$ cat config.mk
export PLATFORM = sky130hd
export DESIGN_NAME = imem_boot_loader_ctrl
export DESIGN_NICKNAME = d
export VERILOG_FILES = /design/src/rtl/imem_boot_loader_ctrl_pkg.sv /design/src/rtl/imem_boot_loader_ctrl_byte_packer.sv /design/src/rtl/imem_boot_loader_ctrl.sv
export SDC_FILE = /design/constraint.sdc
export NUM_CORES = 1
export LEC_CHECK = 0
export ABC_AREA = 1
export ABC_CLOCK_PERIOD_IN_PS = 3300
export CAP_MARGIN = 0
export CELL_PAD_IN_SITES_DETAIL_PLACEMENT = 1
export CELL_PAD_IN_SITES_GLOBAL_PLACEMENT = 1
export CORE_ASPECT_RATIO = 0.5
export CORE_MARGIN = 4
export CORE_UTILIZATION = 28
export DETAILED_ROUTE_END_ITERATION = 10
export PLACE_DENSITY = 0.89
export RECOVER_POWER = 100
export SYNTH_ARGS = -nofsm -noshare
export SYNTH_HDL_FRONTEND = slang
export SYNTH_SLANG_ARGS = --single-unit
$ cat constraint.sdc
create_clock -name clk -period 3.3 [get_ports clk]
set_input_delay 0.66 -clock clk [delete_from_list [all_inputs] [get_ports clk]]
set_output_delay 0.66 -clock clk [all_outputs]
set_load 0.01 [all_outputs]
$ cat src/rtl/imem_boot_loader_ctrl_pkg.sv
// Shared constants and state type for the instruction-memory boot loader.
// Latency: n/a (declarations only).
// Backpressure: n/a.
package imem_boot_loader_ctrl_pkg;

  localparam int unsigned DEPTH    = 128;
  localparam int unsigned CNT_W    = 8;
  localparam logic [31:0] NOP_WORD = 32'h0000_0000;

  // Memory port direction encoding, shared with the instruction memory.
  localparam logic MEM_READ  = 1'b1;
  localparam logic MEM_WRITE = 1'b0;

  typedef enum logic [1:0] {
    ST_RUN   = 2'd0,
    ST_LOAD  = 2'd1,
    ST_WRITE = 2'd2,
    ST_DONE  = 2'd3
  } ldr_state_t;

endpackage

$ cat src/rtl/imem_boot_loader_ctrl_byte_packer.sv
// Packs four serial bytes into one big-endian 32-bit word (first byte -> [31:24]).
// Latency: word valid the cycle after the 4th shift; word_full flags that 4th shift.
// Backpressure: none; the owner gates shift_en and clears between words.
module imem_boot_loader_ctrl_byte_packer (
  input  logic        clk,
  input  logic        rst_n,
  input  logic        clear,
  input  logic        shift_en,
  input  logic [7:0]  byte_in,
  output logic [31:0] word_out,
  output logic        word_full
);

  logic [1:0] byte_cnt;

  // Shift register and byte count; clear wins over a same-cycle shift.
  always_ff @(posedge clk or negedge rst_n) begin
    if (!rst_n) begin
      word_out <= '0;
      byte_cnt <= '0;
    end else if (clear) begin
      word_out <= '0;
      byte_cnt <= '0;
    end else if (shift_en) begin
      word_out <= {word_out[23:0], byte_in};
      byte_cnt <= byte_cnt + 2'd1;
    end
  end

  // High when the byte being shifted this cycle completes the word.
  assign word_full = shift_en && (byte_cnt == 2'd3);

endmodule

$ cat src/rtl/imem_boot_loader_ctrl.sv
// Shares the instruction memory port between CPU fetch (RUN) and a byte-serial loader.
// Latency: fetch is combinational pass-through; each loaded word is written 1 cycle after its 4th byte.
// Backpressure: byte_ready only in LOAD; CPU held by cpu_stall for the whole load.
module imem_boot_loader_ctrl #(
  parameter int unsigned DEPTH    = imem_boot_loader_ctrl_pkg::DEPTH,
  parameter int unsigned CNT_W    = imem_boot_loader_ctrl_pkg::CNT_W,
  parameter logic [31:0] NOP_WORD = imem_boot_loader_ctrl_pkg::NOP_WORD
) (
  input  logic             clk,
  input  logic             rst_n,
  input  logic             load_start,
  input  logic [CNT_W-1:0] load_len,
  input  logic             byte_valid,
  input  logic [7:0]       byte_data,
  output logic             byte_ready,
  input  logic [31:0]      cpu_fetch_addr,
  output logic [31:0]      cpu_instr,
  output logic             cpu_stall,
  output logic             cpu_pc_reset,
  output logic             addr_err,
  output logic             mem_rw,
  output logic [31:0]      mem_addr,
  output logic [31:0]      mem_wdata,
  input  logic [31:0]      mem_rdata,
  output logic             load_busy,
  output logic             load_done,
  output logic [CNT_W-1:0] words_loaded
);

  import imem_boot_loader_ctrl_pkg::*;

  // One extra bit so a length of exactly 2^CNT_W words stays representable.
  localparam int unsigned      LEN_W   = CNT_W + 1;
  localparam logic [LEN_W-1:0] DEPTH_L = LEN_W'(DEPTH);

  ldr_state_t       state;
  ldr_state_t       state_nxt;
  logic [LEN_W-1:0] len;
  logic [CNT_W-1:0] wr_idx;
  logic [LEN_W-1:0] load_len_ext;
  logic [LEN_W-1:0] len_clamped;
  logic [LEN_W-1:0] wr_idx_nxt;
  logic [31:0]      wr_addr;
  logic             load_accept;
  logic             fetch_bad;
  logic             pk_clear;
  logic             pk_shift;
  logic             pk_full;
  logic [31:0]      pk_word;

  assign load_len_ext = {1'b0, load_len};
  assign len_clamped  = ((load_len_ext == '0) || (load_len_ext > DEPTH_L)) ? DEPTH_L : load_len_ext;
  assign wr_idx_nxt   = {1'b0, wr_idx} + LEN_W'(1);
  assign wr_addr      = {{(32 - CNT_W - 2){1'b0}}, wr_idx, 2'b00};
  assign fetch_bad    = (cpu_fetch_addr[1:0] != 2'b00) || (cpu_fetch_addr[31:2] >= 30'(DEPTH));
  assign load_accept  = (state == ST_RUN) && load_start;

  // Packer shifts only on a real transfer and is emptied at load start and after each write.
  assign pk_shift  = (state == ST_LOAD) && byte_valid;
  assign pk_clear  = load_accept || (state == ST_WRITE);
  assign mem_wdata = pk_word;

  imem_boot_loader_ctrl_byte_packer u_packer (
    .clk       (clk),
    .rst_n     (rst_n),
    .clear     (pk_clear),
    .shift_en  (pk_shift),
    .byte_in   (byte_data),
    .word_out  (pk_word),
    .word_full (pk_full)
  );

  // State register.
  always_ff @(posedge clk or negedge rst_n) begin
    if (!rst_n) begin
      state <= ST_RUN;
    end else begin
      state <= state_nxt;
    end
  end

  // Load length, write index and word counter.
  always_ff @(posedge clk or negedge rst_n) begin
    if (!rst_n) begin
      len          <= '0;
      wr_idx       <= '0;
      words_loaded <= '0;
    end else if (load_accept) begin
      len          <= len_clamped;
      wr_idx       <= '0;
      words_loaded <= '0;
    end else if (state == ST_WRITE) begin
      wr_idx       <= wr_idx + CNT_W'(1);
      words_loaded <= words_loaded + CNT_W'(1);
    end
  end

  // Next-state and output decode; the memory port only writes in WRITE.
  always_comb begin
    state_nxt    = state;
    mem_rw       = MEM_READ;
    mem_addr     = wr_addr;
    cpu_instr    = NOP_WORD;
    cpu_stall    = 1'b1;
    byte_ready   = 1'b0;
    addr_err     = 1'b0;
    cpu_pc_reset = 1'b0;
    load_done    = 1'b0;
    load_busy    = 1'b1;
    case (state)
      ST_RUN: begin
        cpu_stall = 1'b0;
        load_busy = 1'b0;
        mem_addr  = cpu_fetch_addr;
        addr_err  = fetch_bad;
        cpu_instr = fetch_bad ? NOP_WORD : mem_rdata;
        if (load_start) begin
          state_nxt = ST_LOAD;
        end
      end
      ST_LOAD: begin
        byte_ready = 1'b1;
        if (pk_full) begin
          state_nxt = ST_WRITE;
        end
      end
      ST_WRITE: begin
        mem_rw    = MEM_WRITE;
        state_nxt = (wr_idx_nxt == len) ? ST_DONE : ST_LOAD;
      end
      ST_DONE: begin
        load_done    = 1'b1;
        cpu_pc_reset = 1'b1;
        state_nxt    = ST_RUN;
      end
      default: begin
        state_nxt = ST_RUN;
      end
    endcase
  end

endmodule

==> flow_summary_export.csv <==
group,metric,value,unit
run_status,outcome,"finished clean",
sta,setup_viol,0,
floorplan,core-area,11900,um^2
routing,firstDrtPassIters,4,
critical_path,crit_slowest_cell,"clkdlybuf4s50_1",
synthesis,synth-compound-area-share,0.119,
layout,area_growth,69.8,%
clock_network,insertion_delay,0.34,ns
clock_network,h-tree-depth,3,
routing,drc,0,
synthesis,ys_types,34,
hold_path,hold_end,"u_packer.word_out[31]",
synthesis,ys_seq_area_frac,0.440,
flow_run,maxCapViolations,0,
synthesis,netlist_area,3410,um^2
placement,gp_congestion,0.804,
grt,gr-total-overflow,0,
routing,routedWlPerCell,17.2,um
clock_network,ctsHoldBuffers,0,
critical_path,worstPathArrival,2.53,ns
placement,port_buffers,194,
routing,drt_iter0_drc,238,
synthesis,synth_xor_area_frac,0.00513,
layout,layout-drive-gt1-share,0.0602,
synthesis,mappedNetlistNets,554,
sta,whs,0.515,ns
synthesis,yosys.area_share.simple,0.299,
sta,fin_crit,3.19,ns
floorplan,ios,195,
synthesis,ys_seq_elements,60,
critical_path,reg2reg_depth,7,
synthesis,synth_top_family_by_area,"simple AND/OR/NAND/NOR gates",
critical_path,crit_chain,"clkdlybuf4s50_1 -> nor4_2 -> nand2_1 -> nor2_2 -> nand4_2 -> clkbuf_1 -> clkbuf_16 -> nor2_1 -> dlygate4sd2_1",
sta,min_period_over_period,0.968,
floorplan,dieArea,14100,um^2
layout,finalCoreUtilization,0.488,
synthesis,synthAdderAreaFrac,0.0110,
critical_path,required,2.64,ns
grt,grt_pass1_vias,4313,
grt,grt_pass1_wl,22.4,mm
critical_path,reg2reg_to,"len[7]",
floorplan,die_x,164,um
routing,drt.antenna.violating_nets,0,
layout,final_common_cell,"nand2_1",
critical_path,critPathMaxStageDelay,0.45,ns
sta,slew_headroom,0.0899,
sta,setup_ws,0.107,ns
synthesis,synthCells,467,
synthesis,synth_area_per_cell,7.31,um^2
routing,vias,3990,
pwr,p_leak,2.89,nW
grt,grt_max_degree,50,
hold_path,hold_path.startpoint,"u_packer.word_out[31]",
floorplan,start_util,0.288,
layout,fin_area,5800,um^2
critical_path,reg2reg_slack,0.43,ns
pwr,ir_drop,0.000314,V
sta,worstMarginPinSlew,1.37,ns
critical_path,setup.worst_path.start_class,"input pin",
clock_network,numCtsBuffers,9,
clock_network,cts-root-buf,"clkbuf_16",
grt,grt_usage,0.199,
clock_network,clk_pin_slew,0.06,ns
sta,rsz0062_at_grt,"false",
sta,finClkSkew,0.00903,ns
sta,fmax,313,MHz
synthesis,yosysWarnings,0,
sta,setup-tns-final,0,ns
pwr,power_density,726,nW/um^2
placement,dpl.hpwl,10.7,mm
hold_path,hold_depth,2,
critical_path,reg2reg_from,"state[1]",
clock_network,clockBufferDepth,2,
placement,place_ws,-0.105,ns
layout,final_cell_mix,"nand2_1 (91), clkdlybuf4s50_1 (85), inv_1 (78)",
sta,hold_viol_final,0,
clock_network,cts_tree,"yes",
sta,slew_viol_final,0,
routing,via_per_inst,4.81,
layout,nets,747,
critical_path,cp_max_fo,16,
floorplan,std_cell_rows,28,
routing,routed_wirelength,14.3,mm
critical_path,worstSetupPathType,"in2out",
grt,antenna_found_initial,0,
hold_path,hold_path.class,"reg2reg",
synthesis,synthMuxAreaShare,0,
clock_network,cts_sinks,60,
placement,place_area,5510,um^2
critical_path,cp-end-kind,"primary output",
layout,antenna_cells,0,
floorplan,die_h,86.1,um
## metal layers
layer  track usage  vias to the layer above  part of all wire
met4        0.0700                        0             0.024
met5             0                        -                 0
li1              -                     1882                 -
met1         0.215                     1961              0.38
met3        0.0456                       32             0.061
met2         0.383                      115              0.53
## metrics by stage
step / total power, mW / cells
2_1_floorplan: 2.22 / 467
3_3_place_gp: 3.23 / 812
3_5_place_dp: 3.34 / 812
4_1_cts: 4.42 / 828
5_1_grt: 4.49 / 830
6_report: 4.21 / 830
## final cells by class
class / instances / area [um^2]
fill: 1457 / 6080
inverter: 82 / 310
timing repair buffer: 204 / 1990
tap: 165 / 206
multi-input combinational: 303 / 1470
clock buffer: 9 / 225
clock inverter: 7 / 98.8
sequential: 60 / 1500
## synthesized netlist by cell type (all sizes together)
master  instances  share of area
nand2          95           0.11
inv            82          0.091
nor2           77          0.098
dfrtp          60           0.44
nand3          38          0.056
o21ai          38          0.056
o22ai          25          0.046
buf            15          0.028
clkbuf          7         0.0077
a21oi           6         0.0099
nand4           6          0.013
nor4            5         0.0092
ha              3          0.011
nor3            3         0.0077
a22o            2         0.0051
a22oi           1         0.0022
and2            1         0.0018
nand3b          1         0.0022
xnor2           1         0.0026
xor2            1         0.0026
## timing repair
| action | 4_1_cts | 5_1_grt |
|---|---|---|
| buffers inserted | 0 | 1 |
| resized for setup | 31 | 6 |
| pin swaps | 0 | 2 |
| cloned | 0 | 1 |
| setup endpoints to repair | 33 | 4 |
## where the power goes
part	total [mW]	switching [mW]	internal (mW)
clock	1.03	0.363	0.664
sequential	1.18	0.190	0.994
combinational	2.00	1.17	0.827
## cell families (layout without fill, tap and decap cells)
kind of cell    Yosys count  in the layout
fa+ha+maj                 3              3
compound gates           72             72
flops                    60             60
xor+xnor                  2              2
simple gates            226            226
buf+inv                 104            302
## worst max path at each step
stage,start,slack (ns),cells after the start,endpoint
after global routing,cpu_fetch_addr[24],0.02,9,cpu_instr[20]
after floorplan,cpu_fetch_addr[27],1.03,6,cpu_instr[10]
after CTS,cpu_fetch_addr[19],0.0008,8,cpu_instr[14]
after global placement,cpu_fetch_addr[27],-0.09,8,cpu_instr[31]
final,cpu_fetch_addr[16],0.11,9,cpu_instr[20]
after detailed placement,cpu_fetch_addr[19],-0.10,8,cpu_instr[7]
## sequential cells by signal, summed over array words and instances (netlist names)
signal / flops
len: 8
state: 2
u_packer.byte_cnt: 2
wr_idx: 8
words_loaded: 8
u_packer.word_out: 32
## worst max-delay path, delay by kind of cell
| kind | cells | cell delay (ns) |
|---|---|---|
| buffers and inverters | 4 | 1.07 |
| AND/OR/NAND/NOR | 5 | 0.79 |
Note: power is estimated with default switching activity, not from simulation.
